### config.mk
export PLATFORM = sky130hd
export DESIGN_NAME = cnt_dn_flat
export DESIGN_NICKNAME = d
export VERILOG_FILES = /design/src/rtl/cnt_dn_if.sv /design/src/rtl/cnt_dn.sv /design/src/flat_wrapper.sv
export SDC_FILE = /design/constraint.sdc
export NUM_CORES = 1
export LEC_CHECK = 0
export BUFFER_PORTS_ARGS = -buffer_cell sky130_fd_sc_hd__buf_2
export CAP_MARGIN = 20
export CORE_UTILIZATION = 39
export DETAILED_ROUTE_END_ITERATION = 10
export PLACE_DENSITY = 0.68
export SLEW_MARGIN = 40
export SYNTH_ARGS = -nofsm -noshare
export SYNTH_HDL_FRONTEND = slang
export SYNTH_SLANG_ARGS = --single-unit
### constraint.sdc
create_clock -name clk -period 2.66 [get_ports clk]
set_input_delay 0.266 -clock clk [delete_from_list [all_inputs] [get_ports clk]]
set_output_delay 0.266 -clock clk [all_outputs]
set_load 0.05 [all_outputs]
### src/rtl/cnt_dn_if.sv
// rtl/cnt_dn_if.sv - control/status bundle for the cnt_dn down counter
//
// Purpose: groups the counter's command inputs and status outputs so the
// counter and whatever drives it share one typed connection.
// Signals:
//   en        count enable (one decrement per enabled cycle)
//   load      load strobe, wins over en
//   load_val  value captured on load
//   out       current count, registered
//   out_pulse one-cycle strobe on the first cycle out equals MATCH
//   zero      high while out == 0
//   busy      high while the counter is in RUN
// Modports: master drives commands and reads status; slave is the counter.

interface cnt_dn_if #(
  parameter int WIDTH = 8
);
  logic             en;
  logic             load;
  logic [WIDTH-1:0] load_val;
  logic [WIDTH-1:0] out;
  logic             out_pulse;
  logic             zero;
  logic             busy;

  modport master (
    output en, load, load_val,
    input  out, out_pulse, zero, busy
  );

  modport slave (
    input  en, load, load_val,
    output out, out_pulse, zero, busy
  );
endinterface

### src/rtl/cnt_dn.sv
// rtl/cnt_dn.sv - loadable down counter with match pulse and terminal count
//
// Purpose: counts from the loaded (or reset) value toward zero, strobes
// out_pulse the first cycle the count equals MATCH, and at zero either
// reloads the last loaded value (AUTO_RELOAD=1) or halts (AUTO_RELOAD=0).
// Ports:
//   clk  sole clock, rising edge
//   rst  synchronous active-low reset
//   bus  cnt_dn_if slave: en, load, load_val in; out, out_pulse, zero, busy out
// Priority at an edge: rst > load > en.

module cnt_dn #(
  parameter int               WIDTH       = 8,
  parameter logic [WIDTH-1:0] MATCH       = WIDTH'(55),
  parameter int               AUTO_RELOAD = 1
) (
  input  logic     clk,
  input  logic     rst,
  cnt_dn_if.slave  bus
);

  typedef enum logic {
    RUN  = 1'b0,
    HOLD = 1'b1
  } state_t;

  localparam logic [WIDTH-1:0] ONE = {{(WIDTH-1){1'b0}}, 1'b1};

  state_t           state_q, state_d;
  logic [WIDTH-1:0] out_q, out_d;
  logic [WIDTH-1:0] reload_r, reload_d;
  logic             match_d;
  logic             at_match;
  logic             at_zero;

  assign at_match = (out_q == MATCH);
  assign at_zero  = (out_q == '0);

  always_comb begin
    state_d  = state_q;
    out_d    = out_q;
    reload_d = reload_r;
    if (bus.load) begin
      out_d    = bus.load_val;
      reload_d = bus.load_val;
      state_d  = RUN;
    end else begin
      case (state_q)
        RUN: begin
          if (bus.en) begin
            if (!at_zero) begin
              out_d = out_q - ONE;
            end else if (AUTO_RELOAD != 0) begin
              // Terminal count: restart the lap from the last loaded value.
              out_d = reload_r;
            end else begin
              state_d = HOLD;
            end
          end
        end
        HOLD: begin
          // Parked at zero; only load or reset leave this state.
          state_d = HOLD;
        end
        default: state_d = RUN;
      endcase
    end
  end

  always_ff @(posedge clk) begin
    if (!rst) begin
      out_q    <= '1;
      reload_r <= '1;
      state_q  <= RUN;
      match_d  <= 1'b0;
    end else begin
      out_q    <= out_d;
      reload_r <= reload_d;
      state_q  <= state_d;
      // Remembers whether MATCH was already showing, so a held or
      // re-loaded MATCH value does not strobe again.
      match_d  <= at_match;
    end
  end

  assign bus.out       = out_q;
  assign bus.out_pulse = at_match & ~match_d;
  assign bus.zero      = at_zero;
  assign bus.busy      = (state_q == RUN);

endmodule

### src/flat_wrapper.sv
// flat-port wrapper written by rule: the top's interface ports become plain ports
module cnt_dn_flat 
#(
  parameter int               WIDTH       = 8,
  parameter logic [WIDTH-1:0] MATCH       = WIDTH'(55),
  parameter int               AUTO_RELOAD = 1
)
  (clk, rst, bus_en, bus_load, bus_load_val, bus_out, bus_out_pulse, bus_zero, bus_busy);
  cnt_dn_if #(.WIDTH(WIDTH)) bus_i ();
  input  logic clk;
  input  logic rst;
  input wire logic [$bits(bus_i.en)-1:0] bus_en;
  input wire logic [$bits(bus_i.load)-1:0] bus_load;
  input wire logic [$bits(bus_i.load_val)-1:0] bus_load_val;
  output wire logic [$bits(bus_i.out)-1:0] bus_out;
  output wire logic [$bits(bus_i.out_pulse)-1:0] bus_out_pulse;
  output wire logic [$bits(bus_i.zero)-1:0] bus_zero;
  output wire logic [$bits(bus_i.busy)-1:0] bus_busy;
  assign bus_i.en = bus_en;
  assign bus_i.load = bus_load;
  assign bus_i.load_val = bus_load_val;
  assign bus_out = bus_i.out;
  assign bus_out_pulse = bus_i.out_pulse;
  assign bus_zero = bus_i.zero;
  assign bus_busy = bus_i.busy;
  cnt_dn #(.WIDTH(WIDTH), .MATCH(MATCH), .AUTO_RELOAD(AUTO_RELOAD)) u_core (.clk(clk), .rst(rst), .bus(bus_i));
endmodule
==> results of run 1 <==
placed cells by master, fill, tap and decap left out, types with 2 or more instances in the layout:
master,instances
o21ai_0,6
nand2b_1,2
a21oi_1,11
nor3_1,3
inv_1,9
buf_2,21
xnor2_1,2
nand3_1,6
ha_1,3
nand2_1,17
nor2_1,7
o31ai_1,2
o2111ai_1,2
dfxtp_1,17
or3_1,3
clkbuf_4,3
worst paths after layout:
kind / depth (start not counted) / slack (ns) / endpoint
worst max register to register: 6 / 0.83 / u_core.bus.out[3]$_SDFFE_PN1P_
worst max-delay path: 6 / 0.49 / bus_zero
worst min register to register: 2 / 0.46 / u_core.reload_r[6]$_SDFFE_PN1P_
worst min-delay path: 3 / 0.18 / u_core.reload_r[1]$_SDFFE_PN1P_
Yosys cell counts, types with 2 or more instances:
cell type,instances
xnor2_1,2
clkbuf_1,5
inv_1,9
or3_1,3
nand3_1,6
nand2b_1,2
dfxtp_1,17
a21oi_1,11
o21ai_0,6
ha_1,3
o31ai_1,2
nand2_1,17
nor3_1,3
o2111ai_1,2
nor2_1,7
per-stage QoR:
stage / setup WS [ns] / hold WS [ns] / area (um^2)
after global routing: 0.370 / 0.200 / 1060
after detailed placement: 0.850 / 0.458 / 1030
final: 0.486 / 0.182 / 1060
after global placement: 0.950 / 0.443 / 1030
after CTS: 0.510 / 0.188 / 1060
after floorplan: 0.340 / 0.394 / 928
cells by family after synthesis:
kind of cell	count (synthesis)	synth area share, %
AND/OR/NAND/NOR	43	23.3
AO/OA/AOI/OAI	30	22.4
flip-flops	17	36.7
buffers and inverters	17	8.09
adder cells (fa/ha/maj)	3	4.04
XOR/XNOR	3	2.83
multiplexers	2	2.29
other	1	0.404
power groups by stage:
| stage | registers [mW] | logic [mW] | clock network, mW |
|---|---|---|---|
| 2_1_floorplan | 0.326 | 0.0636 | 0 |
| 3_3_place_gp | 0.299 | 0.118 | 0 |
| 3_5_place_dp | 0.300 | 0.120 | 0 |
| 4_1_cts | 0.294 | 0.121 | 0.149 |
| 5_1_grt | 0.298 | 0.133 | 0.163 |
| 6_report | 0.295 | 0.121 | 0.148 |
routing by layer:
metal / routed length (um) / share of wire [%] / vias to the layer above / GRT usage (%)
li1: - / - / 441 / -
met1: 1020 / 43 / 394 / 26.2
met2: 1070 / 45 / 46 / 31.1
met3: 212 / 9.0 / 7 / 4.85
met4: 51 / 2.2 / 0 / 13.0
met5: 0 / 0 / - / 0
sequential cells by signal, summed over array words and instances (netlist names):
register,count
u_core.bus.out,8
u_core.match_d,1
u_core.reload_r,8
critical path: stages (launching register included):
cell and delay [ns]:
dfxtp_1 0.36, inv_1 0.12, ha_1 0.19, nor4b_2 0.30, nand2_1 0.19, inv_2 0.16, buf_2 0.28
layout make-up:
cell class	instances	area, um^2
timing repair buffer	21	105
fill	238	1170
inverter	10	37.5
tap	28	35.0
sequential	17	340
multi-input combinational	82	513
clock inverter	1	5.00
clock buffer	3	22.5
==> results.cfg, run 1 <==
[critical_path]
reg2reg_from = u_core.bus.out[0]$_SDFFE_PN1P_
worstPathRequired_ns = 2.39
path_class = flip-flop to output pin
critPathMaxFanout = 5
endpoint_kind = output pin
start_kind = flip-flop
cp-startpoint = u_core.bus.out[0]$_SDFFE_PN1P_
arrival_ns = 1.91

[layout]
drive_gt1_share_pct = 23.9
final_core_util_pct = 47.4
antenna_cells = 0
area_growth_pct = 14.0
final_cells = 162
finalNetCount = 150

[routing]
wirelength_um = 2350
first_iter_violations = 13
drcViolationCount = 0
wl_per_cell_um = 14.5
via_per_inst = 5.48
via_count = 888
drt_first_pass_iters = 4
postRouteAntennaNets = 0

[global_routing]
grt_start_max_net_pins = 18
grt_pass1_wl_um = 3860
antenna_found_initial = 0
first_global_vias = 861
grt_overflow = 0
track_usage_pct = 20.6

[status]
status = finished, final reports clean

[timing]
rsz0062_at_grt = no
clock_skew_ns = 0.0141
hold_viol = 0
min_period_ns = 2.17
period_share_pct = 81.7
report.final.slew_viol_count = 0
tns_ns = 0
setup_viol = 0
max_freq_mhz = 460

[clock_network]
clk_pin_slew_ns = 0.12
cts-root-buf = clkbuf_4
cts_hold_buffers = 0
cts.sinks = 17
cts-buffers-inserted = 3
clk_latency_ns = 0.31
cts_max_level = 1
post_cts_buffers = 0
clk_path_buf_depth = 2
cts_resized = 0
cts_tree = yes

[placement]
io_buffer_count = 21
post-dp-hpwl_um = 1680
gp_congestion = 0.852
place_inst = 158

[min_path]
hold_class = input port to flip-flop
min-delay-start = bus_load_val[1]

[logic_synthesis]
synth_cell_type_count = 36
synthFlopType = dfxtp_1
yosysTopAreaCellShare_pct = 36.7
syn_area_per_cell_um2 = 8.00
syn_inst = 116
yosys_warnings = 0
async_flop_share_pct = 0
synth-seq-cells = 17
synth.area.top_cells = dfxtp_1, nand2_1, a21oi_1, ha_1, inv_1
synth_area_leader_cell = dfxtp_1
netlist_area_um2 = 928
syn_nets = 131
synth_edf_count = 0
yosysSeqAreaShare_pct = 36.7

[floorplanning]
core_area_um2 = 2230
rows = 17
initial_utilization_pct = 41.6
io_pins = 23
die-area_um2 = 2580
die_x_um = 50.8
die_h_um = 50.8

[pwr]
p_int_mw = 0.367
p_comb_share_pct = 21.5
p_sw_share_pct = 34.9
powerDensity_nw_per_um2 = 533
switching_power_mw = 0.197
p_seq_share_pct = 52.3
power.leakage_nw = 0.487
max-vdd-ir-drop_mv = 0.269
clkPwrFrac_pct = 26.3
finalPower_mw = 0.565

[flow_run]
maxCapViolCount = 0
Note: power is estimated with default switching activity, not from simulation.
==> run 2, diff against run 1 <==
Settings changed: PLACE_DENSITY 0.68 to 0.7.
Clock period 2.66 ns to 1.9 ns, I/O delays scaled along.
==> run 2 against run 1 <==
Against the previous run: critical path depth shrank 1; hold slack lost 0.061 ns; register-to-register slack lost 0.67 ns; via count grew 3.9%; largest power group unchanged; global-route usage shrank 1.0 points; flip-flop and latch count is the same.
==> results.cfg, run 2 (synthesis results as in run 1) <==
[global_routing]
grt_overflow = 0
grt_start_max_net_pins = 18
first_global_vias = 884
track_usage_pct = 19.6
antenna_found_initial = 0
grt_pass1_wl_um = 3790

[routing]
drt_first_pass_iters = 4
via_count = 923
wl_per_cell_um = 13.6
via_per_inst = 5.56
dr_wl_met2_um = 987
met1Wirelength_um = 985
postRouteAntennaNets = 0
highest_layer = met4
wirelength_um = 2260
first_iter_violations = 42
drcViolationCount = 0
wl_met3_um = 182

[layout]
drive_gt1_share_pct = 32.6
nFillCells = 236
antenna_cells = 0
area_growth_pct = 21.7
final_core_util_pct = 50.6
mostFrequentLayoutCells = buf_2, nand2_1, dfxtp_1
finalNetCount = 154
final_common_cell = buf_2

[placement]
gp_congestion = 0.888
post-dp-hpwl_um = 1620
io_buffer_count = 21

[timing]
period_share_pct = 96.7
report.final.slew_viol_count = 0
min_period_ns = 1.84
tns_ns = 0
setup_viol = 0
clock_skew_ns = 0.00393
max_freq_mhz = 545
hold_viol = 0
rsz0062_at_grt = no
fin_hold_ws_ns = 0.121

[critical_path]
arrival_ns = 1.65
cp-startpoint = u_core.bus.out[1]$_SDFFE_PN1P_
start_kind = flip-flop
worstPathRequired_ns = 1.71
path_class = flip-flop to output pin
critPathMaxFanout = 5
endpoint_kind = output pin
reg2reg_from = u_core.bus.out[1]$_SDFFE_PN1P_

[floorplanning]
core_area_um2 = 2230
die-area_um2 = 2580
die_x_um = 50.8
io_pins = 23
initial_utilization_pct = 41.6
die_h_um = 50.8
rows = 17

[pwr]
clkPwrFrac_pct = 25.2
p_sw_share_pct = 33.7
switching_power_mw = 0.264
p_seq_share_pct = 53.0
max-vdd-ir-drop_mv = 0.389
power.leakage_nw = 0.510
powerDensity_nw_per_um2 = 695
p_comb_share_pct = 21.7
p_int_mw = 0.521

[status]
status = finished, final reports clean

[clock_network]
cts-root-buf = clkbuf_4
cts-buffers-inserted = 3
clk_pin_slew_ns = 0.10
clk_latency_ns = 0.30
cts.sinks = 17
clk_path_buf_depth = 2
cts_tree = yes
cts_max_level = 1
cts_hold_buffers = 0

[flow_run]
maxCapViolCount = 0

[min_path]
hold_class = input port to flip-flop
min-delay-start = bus_load_val[5]
==> run 2: cell count changes in the layout (fill, tap and decap cells not counted), sizes merged <==
cell and delta:
buf +4, clkbuf +1, clkinv -1
==> run 2: what timing repair did <==
| item | 4_1_cts | 5_1_grt |
|---|---|---|
| gates resized for setup | 7 | 6 |
| setup endpoints to repair | 2 | 2 |
| setup buffers | 0 | 3 |
==> run 2: worst paths after layout <==
| check | endpoint | slack [ns] | cells past startpoint |
|---|---|---|---|
| max | bus_out_pulse | 0.06 | 5 |
| min | u_core.bus.out[5]$_SDFFE_PN1P_ | 0.12 | 3 |
| max reg2reg | u_core.bus.out[3]$_SDFFE_PN1P_ | 0.16 | 6 |
| min reg2reg | u_core.reload_r[6]$_SDFFE_PN1P_ | 0.47 | 2 |
==> run 2: cell type report <==
type,count,area [um^2],area share (%)
Clock buffer,4,26.3,2.33
Inverter,10,40.0,3.54
Multi-Input combinational cell,82,538,47.6
Tap cell,28,35.0,3.10
Sequential cell,17,347,30.7
Timing Repair Buffer,25,144,12.7
==> run 2: worst max-delay path, cell delays in order, from the launching register on <==
cell	delay, ns
dfxtp_2	0.37
ha_1	0.18
nand3_1	0.08
or4_4	0.45
nor2_4	0.08
buf_4	0.19
==> run 2: power groups by stage <==
stage | sequential, mW | clock (mW) | combinational, mW
after floorplan | 0.457 | 0 | 0.0891
after global placement | 0.419 | 0 | 0.166
after detailed placement | 0.420 | 0 | 0.167
after CTS | 0.414 | 0.203 | 0.169
after global routing | 0.420 | 0.217 | 0.187
final | 0.417 | 0.198 | 0.171
==> run 2: per-stage QoR <==
stage | setup slack (ns) | instance area, um^2 | power, mW | instances
3_3_place_gp | 0.209 | 1050 | 0.585 | 159
3_5_place_dp | 0.154 | 1050 | 0.587 | 159
5_1_grt | 0.0142 | 1130 | 0.824 | 166
6_report | 0.0635 | 1130 | 0.786 | 166
4_1_cts | 0.00768 | 1100 | 0.786 | 163
2_1_floorplan | -0.0158 | 937 | 0.546 | 116
==> run 2: metal layers <==
| layer | vias to the layer above | GRT usage [%] |
|---|---|---|
| met3 | 12 | 2.42 |
| met5 | - | 0 |
| met2 | 54 | 30.0 |
| li1 | 451 | - |
| met4 | 0 | 14.4 |
| met1 | 406 | 25.1 |
==> run 3, diff against run 2 <==
Settings changed: SETUP_SLACK_MARGIN set to 0.4.
==> run 3 against run 2 <==
Against the previous run: wire length is 9.0% higher; highest routed layer unchanged; flip-flop and latch count is the same; combinational power is 11% higher; critical path depth is 1 lower; non-clock buffer count grew 5; fmax rose by 2.4%; critical endpoint unchanged; clock skew hardly changed; core utilization grew 5.6 points.
==> results.cfg, run 3 (synthesis results as in run 1) <==
[status]
status = finished, final reports clean

[timing]
min_period_ns = 1.79
setup_viol = 0
report.final.slew_viol_count = 0
max_freq_mhz = 558
clock_skew_ns = 0.00397
hold_viol = 0
tns_ns = 0
period_share_pct = 94.4
rsz0062_at_grt = yes
setup_ws_ns = 0.107

[critical_path]
path_buf_inv = 1
path_class = flip-flop to output pin
critPathMaxStageDelay_ns = 0.50
critPathTopFamily = simple AND/OR/NAND/NOR gates
crit_chain = nand2b_1 -> or4_4 -> nor2_4 -> buf_6
start_kind = flip-flop
endpoint_kind = output pin
cp_slowest_cell = or4_4
worstPathRequired_ns = 1.71
arrival_ns = 1.60
critPathMaxFanout = 7

[floorplanning]
die-area_um2 = 2580
die_h_um = 50.8
io_pins = 23
initial_utilization_pct = 41.6
die_x_um = 50.8
core_area_um2 = 2230
rows = 17

[flow_run]
maxCapViolCount = 0

[clock_network]
cts-buffers-inserted = 3
clk_path_buf_depth = 2
cts.sinks = 17
cts_hold_buffers = 0
cts-root-buf = clkbuf_4
clk_latency_ns = 0.29
clk_pin_slew_ns = 0.10
cts_tree = yes
cts_max_level = 1

[layout]
drive_gt1_share_pct = 43.4
ff_latch_area_um2 = 358
finalNetCount = 159
mostFrequentLayoutCells = buf_2, nand2_1, a21oi_1
final_common_cell = buf_2
multi_input_area_um2 = 597
nFillCells = 209
final_core_util_pct = 56.2
area_growth_pct = 35.2
antenna_cells = 0

[routing]
via_count = 946
postRouteAntennaNets = 0
drcViolationCount = 0
wirelength_um = 2460
drt_first_pass_iters = 4
first_iter_violations = 21
wl_per_cell_um = 14.4
via_per_inst = 5.53

[placement]
gp_congestion = 0.827
dp_slack_ns = 0.204
io_buffer_count = 21
post-dp-hpwl_um = 1640

[global_routing]
grt_start_max_net_pins = 18
antenna_found_initial = 0
track_usage_pct = 19.5
grt_pass1_wl_um = 3770
first_global_vias = 857
grt_overflow = 0

[pwr]
max-vdd-ir-drop_mv = 0.499
p_seq_share_pct = 52.0
p_sw_share_pct = 34.2
powerDensity_nw_per_um2 = 644
switching_power_mw = 0.277
p_comb_share_pct = 23.4
clkPwrFrac_pct = 24.6
power.leakage_nw = 0.546
p_int_mw = 0.532

[min_path]
hold_class = input port to flip-flop
[run 3: worst paths after layout]
| kind | from | to | slack [ns] | cells past startpoint |
|---|---|---|---|---|
| hold / removal | bus_load_val[3] | u_core.reload_r[3]$_SDFFE_PN1P_ | 0.12 | 3 |
| setup / recovery | u_core.bus.out[3]$_SDFFE_PN1P_ | bus_out_pulse | 0.11 | 4 |
| setup reg to reg | u_core.bus.out[0]$_SDFFE_PN1P_ | u_core.bus.out[3]$_SDFFE_PN1P_ | 0.20 | 6 |
| hold reg to reg | u_core.reload_r[6]$_SDFFE_PN1P_ | u_core.reload_r[6]$_SDFFE_PN1P_ | 0.46 | 2 |
[run 3: per-layer routing]
metal	vias up	wire length (um)	global-route usage, %
li1	462	-	-
met1	452	1100	26.5
met2	26	1200	31.3
met3	6	111	1.82
met4	0	46	7.87
met5	-	0	0
[run 3: area by class of cell]
cell class / instances / share of cell area (%)
flip-flops and latches: 17 / 28.5
repair buffers: 30 / 15.7
well taps: 28 / 2.79
clock buffers: 4 / 2.09
multi-input cells: 82 / 47.6
inverters: 10 / 3.39
[run 3: timing repair]
| action | in CTS | in global routing |
|---|---|---|
| pin swaps | 5 | 0 |
| endpoints found under the setup margin | 8 | 8 |
| hold endpoints to repair | 0 | 0 |
| gates resized for setup | 14 | 6 |
| buffers inserted | 5 | 3 |
[run 3: power by group through the flow]
stage	clock, mW	sequential, mW	combinational [mW]
after detailed placement	0	0.422	0.172
final	0.199	0.420	0.189
after floorplan	0	0.460	0.0924
after global placement	0	0.421	0.169
after global routing	0.214	0.425	0.205
after CTS	0.201	0.418	0.186
[run 3: stage by stage]
stage | hold WS, ns | cells | cell area, um^2 | power [mW]
floorplan | 0.318 | 116 | 972 | 0.552
global placement | 0.423 | 159 | 1080 | 0.590
detailed placement | 0.429 | 159 | 1080 | 0.594
CTS | 0.119 | 168 | 1210 | 0.805
global route | 0.139 | 171 | 1250 | 0.844
finish | 0.117 | 171 | 1250 | 0.808
[run 3: worst min-delay path: stages]
cell	delay, ns
buf_2	0.08
mux2i_1	0.06
nand2_1	0.06
